===== src/rtl/cache_sys_pkg.sv =====
// Shared encodings for the cache memory subsystem: arbiter FSM states,
// transaction op codes and the requester ID type.
package cache_sys_pkg;

  localparam logic [1:0] IDLE    = 2'd0;
  localparam logic [1:0] WRITE   = 2'd1;
  localparam logic [1:0] READ    = 2'd2;
  localparam logic [1:0] RD_WAIT = 2'd3;

  typedef enum logic [1:0] {
    ST_IDLE    = IDLE,
    ST_WRITE   = WRITE,
    ST_READ    = READ,
    ST_RD_WAIT = RD_WAIT
  } state_t;

  localparam logic OP_RD = 1'b0;
  localparam logic OP_WR = 1'b1;

  localparam int unsigned ID_W = 1;
  typedef logic [ID_W-1:0] req_id_t;

endpackage


===== src/rtl/rr_arbiter_2.sv =====
// Two-way round-robin pick: a lone requester wins, a tie goes to the
// requester that was not granted last.
module rr_arbiter_2
  import cache_sys_pkg::*;
(
  input  logic [1:0] req,
  input  req_id_t    last_gnt,
  output logic       gnt_valid,
  output req_id_t    gnt_id
);

  always_comb begin
    gnt_valid = |req;
    gnt_id    = req_id_t'(0);
    if (req == 2'b11) begin
      gnt_id = ~last_gnt;
    end else if (req[1]) begin
      gnt_id = req_id_t'(1);
    end
  end

endmodule


===== src/rtl/mem_port_arbiter.sv =====
// Shares one single-port RAM between two cache requesters: round-robin
// grant, one RAM transaction at a time, read data routed back to its owner.
module mem_port_arbiter
  import cache_sys_pkg::*;
#(
  parameter int unsigned WIDTH  = 32,
  parameter int unsigned AWIDTH = 16
) (
  input  logic              clk,
  input  logic              reset_n,
  input  logic              r0_rden,
  input  logic              r1_rden,
  input  logic              r0_wren,
  input  logic              r1_wren,
  input  logic [WIDTH-1:0]  r0_rdaddr,
  input  logic [WIDTH-1:0]  r1_rdaddr,
  input  logic [WIDTH-1:0]  r0_wraddr,
  input  logic [WIDTH-1:0]  r1_wraddr,
  input  logic [WIDTH-1:0]  r0_wdata,
  input  logic [WIDTH-1:0]  r1_wdata,
  output logic              r0_ack,
  output logic              r1_ack,
  output logic [WIDTH-1:0]  r0_q,
  output logic [WIDTH-1:0]  r1_q,
  output logic              r0_rvalid,
  output logic              r1_rvalid,
  output logic [AWIDTH-1:0] ram_addr,
  output logic [WIDTH-1:0]  ram_din,
  output logic              ram_we,
  output logic              ram_re,
  input  logic [WIDTH-1:0]  ram_dout,
  input  logic              ram_valid
);

  state_t             state_q, state_d;
  req_id_t            owner_q, owner_d;
  req_id_t            last_gnt_q, last_gnt_d;
  logic [AWIDTH-1:0]  addr_q, addr_d;
  logic [WIDTH-1:0]   wdata_q, wdata_d;
  logic [1:0]         ack_q, ack_d;
  logic [1:0]         rvalid_q, rvalid_d;
  logic [WIDTH-1:0]   q0_q, q0_d;
  logic [WIDTH-1:0]   q1_q, q1_d;
  logic               we_q, we_d;
  logic               re_q, re_d;

  logic               gnt_valid;
  req_id_t            gnt_id;
  logic               sel_wren;
  logic               sel_op;
  logic [WIDTH-1:0]   sel_rdaddr;
  logic [WIDTH-1:0]   sel_wraddr;
  logic [WIDTH-1:0]   sel_wdata;

  rr_arbiter_2 u_rr (
    .req       ({r1_rden | r1_wren, r0_rden | r0_wren}),
    .last_gnt  (last_gnt_q),
    .gnt_valid (gnt_valid),
    .gnt_id    (gnt_id)
  );

  // Upper requester address bits are dropped on purpose.
  if (WIDTH > AWIDTH) begin : g_addr_trunc
    logic unused_addr_hi;
    assign unused_addr_hi = ^{r0_rdaddr[WIDTH-1:AWIDTH], r0_wraddr[WIDTH-1:AWIDTH],
                              r1_rdaddr[WIDTH-1:AWIDTH], r1_wraddr[WIDTH-1:AWIDTH]};
  end

  // Fields of the granted requester; a write-back wins over its fetch.
  always_comb begin
    sel_wren   = r0_wren;
    sel_rdaddr = r0_rdaddr;
    sel_wraddr = r0_wraddr;
    sel_wdata  = r0_wdata;
    if (gnt_id == req_id_t'(1)) begin
      sel_wren   = r1_wren;
      sel_rdaddr = r1_rdaddr;
      sel_wraddr = r1_wraddr;
      sel_wdata  = r1_wdata;
    end
    sel_op = sel_wren ? OP_WR : OP_RD;
  end

  always_comb begin
    state_d    = state_q;
    owner_d    = owner_q;
    last_gnt_d = last_gnt_q;
    addr_d     = addr_q;
    wdata_d    = wdata_q;
    q0_d       = q0_q;
    q1_d       = q1_q;
    ack_d      = 2'b00;
    rvalid_d   = 2'b00;
    we_d       = 1'b0;
    re_d       = 1'b0;

    unique case (state_q)
      ST_IDLE: begin
        if (gnt_valid) begin
          owner_d        = gnt_id;
          last_gnt_d     = gnt_id;
          addr_d         = (sel_op == OP_WR) ? sel_wraddr[AWIDTH-1:0] : sel_rdaddr[AWIDTH-1:0];
          wdata_d        = sel_wdata;
          ack_d[gnt_id]  = 1'b1;
          if (sel_op == OP_WR) begin
            state_d = ST_WRITE;
            we_d    = 1'b1;
          end else begin
            state_d = ST_READ;
            re_d    = 1'b1;
          end
        end
      end
      ST_WRITE: state_d = ST_IDLE;
      ST_READ:  state_d = ST_RD_WAIT;
      ST_RD_WAIT: begin
        if (ram_valid) begin
          rvalid_d[owner_q] = 1'b1;
          if (owner_q == req_id_t'(1)) q1_d = ram_dout;
          else                         q0_d = ram_dout;
          state_d = ST_IDLE;
        end
      end
      default: state_d = ST_IDLE;
    endcase
  end

  always_ff @(posedge clk or negedge reset_n) begin
    if (!reset_n) begin
      state_q    <= ST_IDLE;
      owner_q    <= req_id_t'(0);
      last_gnt_q <= req_id_t'(1);
      addr_q     <= '0;
      wdata_q    <= '0;
      q0_q       <= '0;
      q1_q       <= '0;
      ack_q      <= 2'b00;
      rvalid_q   <= 2'b00;
      we_q       <= 1'b0;
      re_q       <= 1'b0;
    end else begin
      state_q    <= state_d;
      owner_q    <= owner_d;
      last_gnt_q <= last_gnt_d;
      addr_q     <= addr_d;
      wdata_q    <= wdata_d;
      q0_q       <= q0_d;
      q1_q       <= q1_d;
      ack_q      <= ack_d;
      rvalid_q   <= rvalid_d;
      we_q       <= we_d;
      re_q       <= re_d;
    end
  end

  assign r0_ack    = ack_q[0];
  assign r1_ack    = ack_q[1];
  assign r0_rvalid = rvalid_q[0];
  assign r1_rvalid = rvalid_q[1];
  assign r0_q      = q0_q;
  assign r1_q      = q1_q;
  assign ram_addr  = addr_q;
  assign ram_din   = wdata_q;
  assign ram_we    = we_q;
  assign ram_re    = re_q;

endmodule


===== config.mk =====
export PLATFORM = sky130hd
export DESIGN_NAME = mem_port_arbiter
export DESIGN_NICKNAME = d
export VERILOG_FILES = /design/src/rtl/cache_sys_pkg.sv /design/src/rtl/rr_arbiter_2.sv /design/src/rtl/mem_port_arbiter.sv
export SDC_FILE = /design/constraint.sdc
export NUM_CORES = 1
export LEC_CHECK = 0
export BUFFER_PORTS_ARGS = -buffer_cell sky130_fd_sc_hd__clkbuf_2
export CORE_AREA = 2 2 134 136
export DETAILED_ROUTE_END_ITERATION = 10
export DIE_AREA = 0 0 136 138
export GPL_TIMING_DRIVEN = 0
export PLACE_DENSITY_LB_ADDON = 0.08
export SYNTH_ARGS = -nofsm -noshare
export SYNTH_HDL_FRONTEND = slang
export SYNTH_HIERARCHICAL = 1
export SYNTH_SLANG_ARGS = --single-unit
export TNS_END_PERCENT = 10

===== constraint.sdc =====
create_clock -name clk -period 2.9 [get_ports clk]
set_input_delay 0.725 -clock clk [delete_from_list [all_inputs] [get_ports clk]]
set_output_delay 0.725 -clock clk [all_outputs]
set_load 0.01 [all_outputs]

==> results.md, run 1 <==
Global route:
- The number of global-route vias before repair is 4477.
- Across every metal layer, demand over resource in global routing totals 0.157.
- The initial antenna violation count came to 0.
- Entering global routing, the biggest net connects 78 pins.
- The first global-routing pass estimated 22800 µm of wire.
- After global routing the overflow that remains totals 0.

Synth:
- Of all flip-flops after synthesis, the portion carrying an async set or reset was 1.00.
- The post-synthesis net count is 620.
- Sorting the synthesized cells by area gives the leading types as dfrtp_1 (57%), mux2_2 (15%), mux2i_1 (6.1%), nand2_1 (3.2%), o21ai_1 (3.0%).
- The number of unique standard cell types used by synthesis is 28.
- Of the total synthesized cell area, the portion taken by full adders, half adders and majority gates is 0.
- Of the total synthesized cell area, the portion taken by XOR and XNOR cells is 0.
- The share of synthesized area in the top cell type comes to 0.574.
- After synthesis the netlist holds a flip-flop and latch count of 122.
- Summed over all instances, the cell type with the most area after synthesis is dfrtp_1.
- Of the total synthesized cell area, the portion taken by AND, OR, NAND and NOR gates is 0.0591.
- The part of the Yosys area used for sequential elements is 0.579.
- A synthesized cell averages 13.6 µm².
- The number of warnings issued by yosys is 6.
- The main combinational cell family by area after synthesis is multiplexers.
- The most used flip-flop cell after synthesis is dfrtp_1.
- In the synthesized netlist, the number of instances is 389.
- The portion of synthesized area spent on multiplexers is 0.273.
- The synthesized netlist occupies a cell area of 5270 µm².
- The share of the synthesized area in compound gates (AO/OA/AOI/OAI) is 0.0593.
- The number of flops mapped to enable cells by yosys is 0.

STA:
- The worst pin sits at a relative slew slack of 0.621.
- The number of max-slew violations in the final report is 0.
- Setup repair after global routing left no endpoint under its margin.
- The final period utilization is 0.820.
- The total of endpoints with negative setup slack in the final report is 0.
- The number of hold violations in the final report is 0.
- The worst path setup slack after routing is 522 ps.
- For the pin with the worst max-slew slack, the measured transition is 557 ps.
- The largest clock skew in the final design is 10.6 ps.
- The final-layout setup total negative slack is 0 ps.
- The worst path needs 2380 ps of the cycle, external delays included.
- Static timing analysis puts the maximum clock frequency at 0.421 GHz.

CTS:
- The sink count of the clock tree is 122.
- The total number of H-tree levels is 4.
- The total clock buffers created by CTS is 17.
- The number of hold buffers added after cts is 0.
- The clock passes through at most 2 buffers.
- The later pin in the worst-skew pair is clocked with a latency of 410 ps.
- TritonCTS built the clock tree.
- After clock tree synthesis, the clock-pin slew on the worst setup and hold paths is 60 ps.
- In this run, post-CTS repair resized a total of 0 instances.
- The number of setup buffers added after CTS is 0.
- The root buffer cell chosen for the clock tree is clkbuf_16.

Floorplan:
- The effective utilization at floorplan is 0.301.
- The die width is 136 µm.
- The top-level port count is 349.
- The die span in y is 138 µm.
- The area enclosed by the die boundary is 18800 µm².
- The area of the placeable core is 17500 µm².
- Row generation in the floorplan step produced 49 rows.

Route:
- The final antenna-violating net count is 0.
- The final routed DRC violation total is 0.
- The detailed router used layers up to and including met4.
- The wire length on met3 is 1050 µm.
- In the detailed route, the total length drawn on met2 is 7010 µm.
- The routed via count is 4200.
- For this block, the routed nets add up to 14200 µm of wire.
- In the final routing, the length of wire on met1 measures 5750 µm.
- The detail-routed net length per standard cell is 15.2 µm.
- The violation count after the first detailed-route iteration is 83.
- The first detailed-routing pass ran for 4 iterations.
- After detailed routing, the number of vias per cell comes to 4.49.

Critical path:
- The critical path in this run is classified as in -> reg.
- The kind of end point of the critical path is a flop.
- The kind of launch point of the worst setup path is an input port.
- Along the worst path, the maximum fanout reaches 10.
- The data required time of the critical path is 3210 ps.
- The worst endpoint data arrival time is 2680 ps.

Placed design:
- Summed over all nets, the half-perimeter wirelength after detailed placement is 11000 µm.
- Port buffering added 284 buffers.
- The routability congestion estimate is 0.776.
- The worst setup slack before clock tree synthesis is 57.9 ps.
- After detailed placement, the total cell area comes to 7020 µm².

Worst hold path:
- The tightest min-delay check is of the in -> async type.

Run status:
- The run finished with clean final reports.

Final layout:
- The finished cells cover 7660 µm².
- The final layout net count is 924.
- The number of fill cells in the layout is 1727.
- The final antenna diode count is 0.
- The final cell utilization of the core is 0.437.
- Of the cells placed in the final design, the portion with a size suffix greater than 1 is 0.586.
- Relative to the synthesized area, the layout overhead comes to 45.3%.

Pwr:
- The worst IR drop on VDD is 0.457 mV.
- The reported leakage power is 3.96 nW.
- Dividing total power by cell area gives a power density of 1110 nW/µm².

Run:
- The total of max-cap violations is 0.
[layer usage]
metal | GRT usage | up-vias
li1 | - | 2011
met2 | 0.268 | 166
met3 | 0.0488 | 22
met4 | 0.0658 | 0
met1 | 0.181 | 2001
met5 | 0 | -
[worst max-delay path, stage by stage]
cell and delay [ps]:
clkbuf_2 100, or2_2 300, a21boi_1 160, buf_6 170
buf_2 300, mux2i_2 560, a211oi_1 110, o31ai_1 250
[cells in the mapped netlist, types with 4 or more instances]
| cell | number |
|---|---|
| mux4_1 | 6 |
| o21ai_1 | 32 |
| mux2i_1 | 32 |
| nor2b_1 | 12 |
| clkbuf_1 | 10 |
| buf_2 | 8 |
| o31ai_1 | 6 |
| mux4_2 | 4 |
| nand2_1 | 45 |
| a211oi_1 | 12 |
| buf_6 | 4 |
| dfrtp_1 | 121 |
| mux2_2 | 72 |
[area by class of cell]
type,count,area (µm²),share of cell area
sequential,122,3050,0.399
multi-input combinational,239,2060,0.269
timing repair buffer,285,1460,0.190
clock buffer,20,457,0.0596
tap,229,287,0.0374
clock inverter,12,186,0.0243
buffer,25,145,0.0189
inverter,3,11.3,0.00147
[power by group]
group	internal (mW)	switching (mW)	leakage [nW]
registers	2.56	0.413	1.48
logic	1.58	1.70	2.18
clock network	1.49	0.763	0.303
[sequential cells by signal, indices dropped and copies added, names as in the netlist]
signal and flops:
r0_q 32, r1_q 32, ram_din 32, ram_addr 16, ack_q 2, rvalid_q 2, state_q 2, last_gnt_q 1
owner_q 1, ram_re 1, ram_we 1
[layout by cell type (no fill, tap or decap), types with 3 or more instances in the layout]
cell type,n
mux2_2,72
buf_6,4
dfrtp_1,121
clkbuf_1,11
o31ai_1,6
clkbuf_16,17
mux2i_1,32
buf_4,3
o21ai_1,32
nor2b_1,12
mux4_2,4
inv_1,3
nor2_1,3
bufinv_16,4
clkbuf_2,283
buf_2,8
mux2_4,3
clkinv_4,3
clkbuf_8,3
nand2_1,45
a211oi_1,12
mux4_1,6
clkinvlp_4,3
[through the flow]
step | std cells | hold slack (ps) | power, mW
global route | 935 | 252 | 9.14
floorplan | 389 | 429 | 4.91
finish | 935 | 251 | 8.51
CTS | 935 | 251 | 8.67
global placement | 902 | 449 | 6.27
detailed placement | 903 | 459 | 6.37
[final timing paths]
path,endpoint,startpoint,cells past startpoint,slack [ps]
max in group asynchronous,last_gnt_q,reset_n,2,1910
worst max-delay path,ram_addr[6],r0_wren,8,520
min in group clk,last_gnt_q,last_gnt_q,2,470
worst min register to register,last_gnt_q,last_gnt_q,2,470
worst max register to register,ram_addr[6],last_gnt_q,6,870
worst min-delay path,r0_q[17],reset_n,1,250
[kinds of logic (layout without fill, tap and decap cells)]
| kind of cell | count (synthesis) | after routing |
|---|---|---|
| buffers and inverters | 28 | 345 |
| AO/OA/AOI/OAI | 53 | 53 |
| multiplexers | 118 | 118 |
| AND/OR/NAND/NOR | 68 | 68 |
| flip-flops | 122 | 122 |
(Power assumes the default switching activity.)
==> run 2: changes to the inputs <==
==> constraint.sdc (replaced) <==
create_clock -name clk -period 2.3 [get_ports clk]
set_input_delay 0.575 -clock clk [delete_from_list [all_inputs] [get_ports clk]]
set_output_delay 0.575 -clock clk [all_outputs]
set_load 0.01 [all_outputs]
==> results.md, run 2 (synthesis results as in run 1) <==
Floorplan:
- The die width came to 136 µm (unchanged).
- The die span in y was 138 µm (unchanged).
- The top-level port count is 349 (unchanged).
- The effective utilization at floorplan was 0.301 (unchanged).
- The total number of placement rows is 49 (unchanged).
- The area of the placeable core is 17500 µm² (unchanged).
- The area enclosed by the die boundary is 18800 µm² (unchanged).

Final layout:
- The library cell used most frequently in the layout, excluding fill and tap cells, is clkbuf_2.
- The final antenna diode count is 0 (unchanged).
- The area of the multi-input gates is 2060 µm² (unchanged).
- The footprint of the flip-flops and latches was 3050 µm² (unchanged).
- The synthesis-to-layout area growth is 45.4% (about the same).
- In the layout the commonest cells are clkbuf_2 (283), dfrtp_1 (121), mux2_2 (72).
- The share of layout cells above drive strength 1 is 0.588 (+0.00142).
- The number of fill cells in the layout was 1713 (-0.81%).
- The final layout net count came to 924 (unchanged).

Global route:
- The number of global-route vias before repair came to 4480 (+0.067%).
- The global-route wire length before repair was 22800 µm (-0.33%).
- The global routing met2 resource utilization is 0.262 (-0.00582).
- The global-route met3 utilization is 0.0458 (-0.00293).
- The largest net degree at the start of global routing is 78 (unchanged).
- The most crowded layer after global routing is met2.
- The initial antenna violation count came to 0 (unchanged).
- The met1 global-route usage is 0.182 (+0.00148).
- The total track usage is 0.155 (-0.00146).
- The total global routing overflow is 0 (unchanged).

Placed design:
- The placed wire-length estimate after detailed placement is 11000 µm (about the same).
- The worst setup slack before clock tree synthesis came to -278 ps (-336 ps).
- The count of input and output buffers is 284 (unchanged).
- The routability congestion estimate was 0.756 (-2.6%).

Critical path:
- The data required time of the critical path is 2570 ps (-640 ps).
- The worst endpoint data arrival time was 2400 ps (-280 ps).
- The top fanout value on the critical path is 10 (unchanged).
- The kind of launch point of the worst setup path is an input port.
- The critical path start-end classification is in -> reg.
- The kind of end point of the critical path is a flop.

STA:
- The slew at the pin closest to its max-slew limit is 504 ps (-52.8 ps).
- The maximum clock frequency is 0.471 GHz.
- The total of endpoints with negative setup slack in the final report is 0 (unchanged).
- The largest clock skew in the final design is 5.15 ps (-5.47 ps).
- Setup repair after global routing left no endpoint under its margin.
- The worst path setup slack after routing is 177 ps (-345 ps).
- The number of max-slew violations in the final report is 0 (unchanged).
- The number of hold violations in the final report came to 0 (unchanged).
- The worst relative slew slack is 0.657 (+0.0359).
- Dividing the final minimum period by the clock period gives 0.923.
- The minimum clock period after layout is 2120 ps.

CTS:
- The TritonCTS clock tree is done.
- The number of hold buffers added after cts is 0 (unchanged).
- The total number of H-tree levels is 4 (unchanged).
- The clock insertion delay at the later pin of the skew report is 410 ps (about the same).
- The root buffer cell chosen for the clock tree is clkbuf_16.
- The sink count of the clock tree is 122 (unchanged).
- The register clock-pin slew on the reported worst setup and hold paths was 50 ps (about the same).
- The total clock buffers created by CTS is 17 (unchanged).
- The count of cells resized by post-cts repair is 0 (unchanged).
- The number of setup buffers added after CTS came to 0 (unchanged).
- The maximum clock path buffer count came to 2 (unchanged).

Route:
- The violation count after the first detailed-route iteration is 155 (+87%).
- The routed via count is 4179 (-0.50%).
- The final antenna-violating net count is 0 (unchanged).
- The detail-routed net length per standard cell is 15.2 µm (unchanged).
- The final routed DRC violation total is 0 (unchanged).
- The wire length after detailed routing is 14200 µm (unchanged).
- The first-pass detailed-route iteration total is 4 (unchanged).
- The detail-routed via count per cell is 4.47 (-0.50%).

Run status:
- The run finished with clean final reports.

Run:
- The total of max-cap violations is 0 (unchanged).

Pwr:
- The worst IR drop on VDD is 0.524 mV (+15%).
- The power per cell area was 1410 nW/µm² (+27%).
- The reported leakage power is 3.97 nW (+0.18%).
- The overall power after layout is 10.8 mW (+27%).

Worst hold path:
- The type of the tightest min-delay check is in -> async.
run 2: changes by cell type in the layout (fill, tap and decap cells not counted):
cell,previous run,this run
buf_2,8,7
buf_4,3,4
bufinv_16,4,5
clkbuf_1,11,10
clkbuf_8,3,1
clkinv_2,0,3
clkinv_4,3,2
run 2: final timing paths:
kind | start | end | slack [ps] | depth (start not counted)
setup / recovery | r0_wren | ram_din[3] | 180 | 9
hold / removal | reset_n | r1_q[16] | 90 | 1
setup reg to reg | last_gnt_q | ram_din[3] | 380 | 7
hold reg to reg | last_gnt_q | last_gnt_q | 460 | 2
max in group asynchronous | reset_n | owner_q | 1490 | 2
min in group clk | ram_dout[7] | r1_q[7] | 410 | 2
run 2: cell type report:
class                      count  area share
timing repair buffer         285       0.190
clock inverter                15      0.0290
clock buffer                  17      0.0555
multi-input combinational    239       0.269
inverter                       3     0.00147
sequential                   122       0.398
buffer                        25      0.0193
tap                          229      0.0374
run 2: per-stage QoR:
step	TNS (ps)	area (µm²)	hold WS, ps	std cells	utilization
after CTS	0	7670	99.6	935	0.437
after global placement	-157310	6980	449	902	0.398
after detailed placement	-8780	7020	451	903	0.400
final	0	7670	91.2	935	0.437
after floorplan	0	5280	279	389	-
after global routing	0	7670	111	935	0.437
run 2: power by group:
part	switching (mW)	total (mW)	leakage, nW	internal (mW)
Combinational	2.13	4.13	2.18	2.00
Sequential	0.527	3.75	1.48	3.22
Clock	0.978	2.90	0.310	1.92
run 2: metal layers:
layer  vias up  share of wire
met5         -              0
met3        24          0.073
met2       172           0.49
li1       1996              -
met1      1987           0.41
met4         0          0.025
run 2: worst max-delay path: stages:
cell and delay [ps]:
clkbuf_2 100, or2_2 300, a21boi_1 150, buf_6 160
buf_4 220, buf_4 220, buf_4 250, mux2i_1 310
o21ai_1 90
